**config.mk**
```make
export PLATFORM = sky130hd
export DESIGN_NAME = idwt
export DESIGN_NICKNAME = d
export VERILOG_FILES = /design/src/rtl/idwt_pkg.sv /design/src/rtl/idwt_sat_clip.sv /design/src/rtl/idwt.sv
export SDC_FILE = /design/constraint.sdc
export NUM_CORES = 1
export LEC_CHECK = 0
export ABC_CLOCK_PERIOD_IN_PS = 2000
export BUFFER_PORTS_ARGS = -buffer_cell sky130_fd_sc_hd__buf_2
export CORE_UTILIZATION = 30
export DETAILED_ROUTE_END_ITERATION = 16
export PLACE_DENSITY_LB_ADDON = 0.05
export SLEW_MARGIN = 20
export SYNTH_ARGS = -nofsm -noshare
export SYNTH_HDL_FRONTEND = slang
export SYNTH_SLANG_ARGS = --single-unit
export TNS_END_PERCENT = 30
```
**constraint.sdc**
```tcl
create_clock -name clk -period 2 [get_ports clk]
set_input_delay 0.4 -clock clk [delete_from_list [all_inputs] [get_ports clk]]
set_output_delay 0.4 -clock clk [all_outputs]
set_load 0.005 [all_outputs]
```
**src/rtl/idwt_pkg.sv**
```systemverilog
// Shared constants for the Haar DWT/IDWT stages: width defaults, FSM states, saturation limits.
package idwt_pkg;

  localparam int DATA_W_DEF = 8;

  typedef enum logic [1:0] {
    IDLE   = 2'd0,
    EMIT_A = 2'd1,
    EMIT_B = 2'd2
  } state_e;

  function automatic int coef_w(input int w);
    return w + 1;
  endfunction

  function automatic int sat_max(input int w);
    return (1 << (w - 1)) - 1;
  endfunction

  function automatic int sat_min(input int w);
    return -(1 << (w - 1));
  endfunction

endpackage

```
**src/rtl/idwt_sat_clip.sv**
```systemverilog
// Clips a (DATA_W+2)-bit signed sum into the signed DATA_W-bit range and flags clipping.
module sat_clip
  import idwt_pkg::*;
#(
  parameter int DATA_W = DATA_W_DEF
) (
  input  logic signed [DATA_W+1:0] din,
  output logic signed [DATA_W-1:0] dout,
  output logic                     sat
);

  localparam logic signed [DATA_W+1:0] MAXV = (DATA_W+2)'(sat_max(DATA_W));
  localparam logic signed [DATA_W+1:0] MINV = (DATA_W+2)'(sat_min(DATA_W));

  always_comb begin
    dout = din[DATA_W-1:0];
    sat  = 1'b0;
    if (din > MAXV) begin
      dout = MAXV[DATA_W-1:0];
      sat  = 1'b1;
    end else if (din < MINV) begin
      dout = MINV[DATA_W-1:0];
      sat  = 1'b1;
    end
  end

endmodule

```
**src/rtl/idwt.sv**
```systemverilog
// Inverse single-level Haar stage: one coefficient pair in, two saturated samples out serially.
// Optional macro IDWT_LSB_RESTORE_EN adds lsb_parity to restore the LSB dropped by the forward stage.
module idwt
  import idwt_pkg::*;
#(
  parameter int DATA_W = DATA_W_DEF
) (
  input  logic                         clk,
  input  logic                         rst_n,
  input  logic                         in_valid,
  output logic                         in_ready,
  input  logic signed [coef_w(DATA_W)-1:0] average,
  input  logic signed [coef_w(DATA_W)-1:0] difference,
`ifdef IDWT_LSB_RESTORE_EN
  input  logic                         lsb_parity,
`endif
  output logic                         out_valid,
  input  logic                         out_ready,
  output logic signed [DATA_W-1:0]     sample,
  output logic                         out_last,
  output logic                         out_sat
);

  state_e state_q, state_d;
  logic signed [DATA_W-1:0] reg_a_q, reg_b_q, clip_a, clip_b;
  logic sat_a_q, sat_b_q, sat_a, sat_b;
  logic load;
  logic signed [DATA_W+1:0] ext_avg, ext_diff, s_a, s_b;

  assign ext_avg  = {average[DATA_W], average};
  assign ext_diff = {difference[DATA_W], difference};
`ifdef IDWT_LSB_RESTORE_EN
  assign s_a = ext_avg + ext_diff + {{(DATA_W+1){1'b0}}, lsb_parity};
`else
  assign s_a = ext_avg + ext_diff;
`endif
  assign s_b = ext_avg - ext_diff;

  sat_clip #(.DATA_W(DATA_W)) u_clip_a (.din(s_a), .dout(clip_a), .sat(sat_a));
  sat_clip #(.DATA_W(DATA_W)) u_clip_b (.din(s_b), .dout(clip_b), .sat(sat_b));

  always_ff @(posedge clk or negedge rst_n) begin
    if (!rst_n) begin
      state_q <= IDLE;
      reg_a_q <= '0;
      reg_b_q <= '0;
      sat_a_q <= 1'b0;
      sat_b_q <= 1'b0;
    end else begin
      state_q <= state_d;
      if (load) begin
        reg_a_q <= clip_a;
        reg_b_q <= clip_b;
        sat_a_q <= sat_a;
        sat_b_q <= sat_b;
      end
    end
  end

  // Outputs decode from state/registers only, so in_valid never reaches an output combinationally.
  always_comb begin
    state_d   = state_q;
    load      = 1'b0;
    in_ready  = 1'b0;
    out_valid = 1'b0;
    out_last  = 1'b0;
    sample    = '0;
    out_sat   = 1'b0;
    case (state_q)
      IDLE: begin
        in_ready = 1'b1;
        if (in_valid) begin
          load    = 1'b1;
          state_d = EMIT_A;
        end
      end
      EMIT_A: begin
        out_valid = 1'b1;
        sample    = reg_a_q;
        out_sat   = sat_a_q;
        if (out_ready) state_d = EMIT_B;
      end
      EMIT_B: begin
        out_valid = 1'b1;
        out_last  = 1'b1;
        sample    = reg_b_q;
        out_sat   = sat_b_q;
        in_ready  = out_ready;
        if (out_ready) begin
          if (in_valid) begin
            load    = 1'b1;
            state_d = EMIT_A;
          end else begin
            state_d = IDLE;
          end
        end
      end
      default: state_d = IDLE;
    endcase
  end

endmodule

```
==> impl_metrics.toml <==
[final_layout]
drive_gt1_frac = 0.487
area_growth_pct = 57.4
finalNonFillerCells = 385
n_antenna_cell = 0
fill_cells = 605
nets = 359
fin_area_sq_mm = 0.00304
register_area_sq_um = 500
multi_input_area_sq_mm = 0.00163

[die]
start_util = 0.319
die_w_microns = 82.2
ioPinCount = 34
rows = 28
die_y_microns = 82.2
die_area_sq_mm = 0.00676
fp.coreArea_sq_mm = 0.00606

[setup_path]
cp_max_fo = 7
critPathKind = "in2reg"
crit_path_end_kind = "register"
crit_required_ns = 2.15
worstPathArrival_ns = 2.20
cp_slowest_cell = "o32ai_4"
cpPeakStageDelay_ns = 0.38
path_cells = "buf_12, inv_12, ha_4, nor2b_4, o31a_1, o32ai_4, a2bb2oi_4, o21a_1, nand2b_4, o21ai_2"
startpoint_type = "input port"

[sta]
slew_headroom = 0.696
setup_viol = 14
skew_ns = 0.00202
fin_crit_sh = 1.02
tightest_slew_ns = 0.457
report.final.slew_viol_count = 0
max_freq_ghz = 0.489
finalSetupTns_ns = -0.332
fin_crit_ns = 2.04
fin_ws_ns = -0.0446
grt_setup_unrepaired = "yes"
finalHoldWorstSlack_ns = 0.0805
hold_violations = 0

[power_and_ir_drop]
power.total_mw = 2.71
total_leakage_power_nw = 1.41
ir_worst_vdd_mv = 0.499
power_density_mw_per_mm2 = 892

[global_routing]
antenna_found_initial = 0
gr-usage-met3 = 0.00989
grt_max_degree = 21
grt.met1_usage = 0.225
busiest_layer = "met2"
grt_pass1_vias = 1734
grt_remaining_overflow = 0
met2_usage = 0.263
grt_pass1_wl_microns = 8340
grt_use_total = 0.160

[drt]
viasPerCell = 4.67
dr.pass1.iters = 4
wirelength_microns = 4910
antenna_left = 0
wl_per_cell_microns = 12.8
via_count = 1798
drtIter0Drc = 57
post-route-drc-count = 0

[cts]
cts_root_buf = "clkbuf_8"
clock_latency_ns = 0.26
cts.clk_slew.worst_paths_ns = 0.07
cts-htree-levels = 1
cts_sinks = 20
cts_tree = "yes"
cts.path.max_buffers = 2
cts_buffers = 3

[yosys]
ys_warn_count = 0
muxShareOfSynthArea = 0.00583
synth_top_cell_area_share = 0.259
yosysTopAreaCell = "dfrtp_1"
synth_async_sr_flop_share = 1.00
ys_seq_area_frac = 0.259
syn_nets = 276
ys_top_cells_by_area = "dfrtp_1 26%, ha_1 15%, nand2_1 5.4%, nor2b_1 4.5%, inv_1 4.5%"
yosys_most_used_dff = "dfrtp_1"
synth_compound_area_frac = 0.267
synth-simple-area-share = 0.176
synth_edf_count = 0
synth_cell_types = 45
synth_top_family_by_area = "compound AO/OA/AOI/OAI gates"
netlist_instances = 229
synthXorXnorAreaFrac = 0.0499
ys_seq_elements = 20
avgSynthCellArea_sq_um = 8.44
synth-adder-area-share = 0.170
synth_area_sq_mm = 0.00193

[place]
port_buffers = 33
place_area_sq_mm = 0.00261
dpl.cell_count = 377
dp_hpwl_microns = 3880
gp_congestion = 0.738

[run_status]
violations = "negative setup slack"
status = "complete, but fails checks"

[run]
drv_cap = 0

[hold_path]
hp-class = "in2async"
## cell type report
class	count	area share
well taps	75	0.0309
clock buffers	3	0.0136
multi-input cells	175	0.537
inverters	24	0.0337
flip-flops and latches	20	0.165
repair buffers	88	0.220
## worst max-delay path: cells and delay by family
kind            cells  cell delay (ns)
fa+ha+maj           1             0.19
buf+inv             2             0.15
compound gates      5             1.12
simple gates        2             0.32
## layout by cell type, fill, tap and decap left out, types with 4 or more instances in the layout
cell type  count
buf_4         48
buf_2         26
nand2_1       27
o311ai_2       4
nor2_1        17
ha_1          13
xnor2_1        5
nor2b_1       11
a21oi_1        9
ha_4           8
o21ai_2        7
a22oi_1        6
buf_6         10
o21ai_0        5
dfrtp_1       20
o21a_1         4
inv_1         20
## routing by layer
layer | vias to the layer above | share of wire
met1 | 819 | 0.51
met3 | 4 | 0.022
li1 | 948 | -
met2 | 27 | 0.46
met5 | - | 0
met4 | 0 | 0.010
## final timing paths
path,cells after the start,slack [ns],endpoint,from
worst max register to register,7,0.30,reg_a_q[4],state_q[0]
worst min register to register,2,0.49,reg_b_q[0],reg_b_q[0]
min in group clk,2,0.49,reg_b_q[0],reg_b_q[0]
worst min-delay path,1,0.08,reg_a_q[0],rst_n
max in group asynchronous,1,1.60,reg_a_q[7],rst_n
worst max-delay path,10,-0.04,reg_b_q[3],difference[1]
## sequential cells by signal (all words and copies together) (netlist names)
register / flops
reg_a_q: 8
reg_b_q: 8
sat_a_q: 1
sat_b_q: 1
state_q: 2
## repair_timing
item                                    CTS  global route
pin swaps                                20            10
endpoints found under the setup margin   19            25
hold buffers                              0             0
resized for setup                        29            37
buffers inserted                          4             1
## synthesized netlist by cell type, types with 2 or more instances
master     n
o211ai_1   3
xnor2_1    8
xor2_1     3
dfrtp_1   20
nor2_1    19
a211oi_1   2
o21ai_0    5
nand2b_1   3
clkbuf_1   5
ha_1      23
nor3_1     3
nor2b_1   14
o311ai_1   5
a21oi_1   11
o21ai_2    7
and2_1     2
inv_1     23
o21a_1     4
o31ai_1    2
fa_1       2
nand2_1   28
o21ai_1    2
a22oi_1    9
a221oi_1   2
buf_2      4
## per-stage QoR
stage / setup slack, ns / util
4_1_cts: -0.0716 / 0.469
5_1_grt: -0.110 / 0.502
3_3_place_gp: -0.510 / 0.430
2_1_floorplan: -0.144 / -
3_5_place_dp: -0.518 / 0.430
6_report: -0.0446 / 0.502
## where the power goes
part | leakage (nW) | internal [mW] | switching, mW
Clock | 0.0216 | 0.134 | 0.131
Combinational | 1.15 | 0.869 | 0.837
Sequential | 0.239 | 0.609 | 0.132
Total | 1.41 | 1.61 | 1.10
## cell families (layout without fill, tap and decap cells)
family,count (synthesis),in the layout
AND/OR/NAND/NOR,72,72
AO/OA/AOI/OAI,66,66
buffers and inverters,34,115
adder cells (fa/ha/maj),25,25
flip-flops,20,20
XOR/XNOR,11,11
multiplexers,1,1
Power figures use the tool's default switching activity.
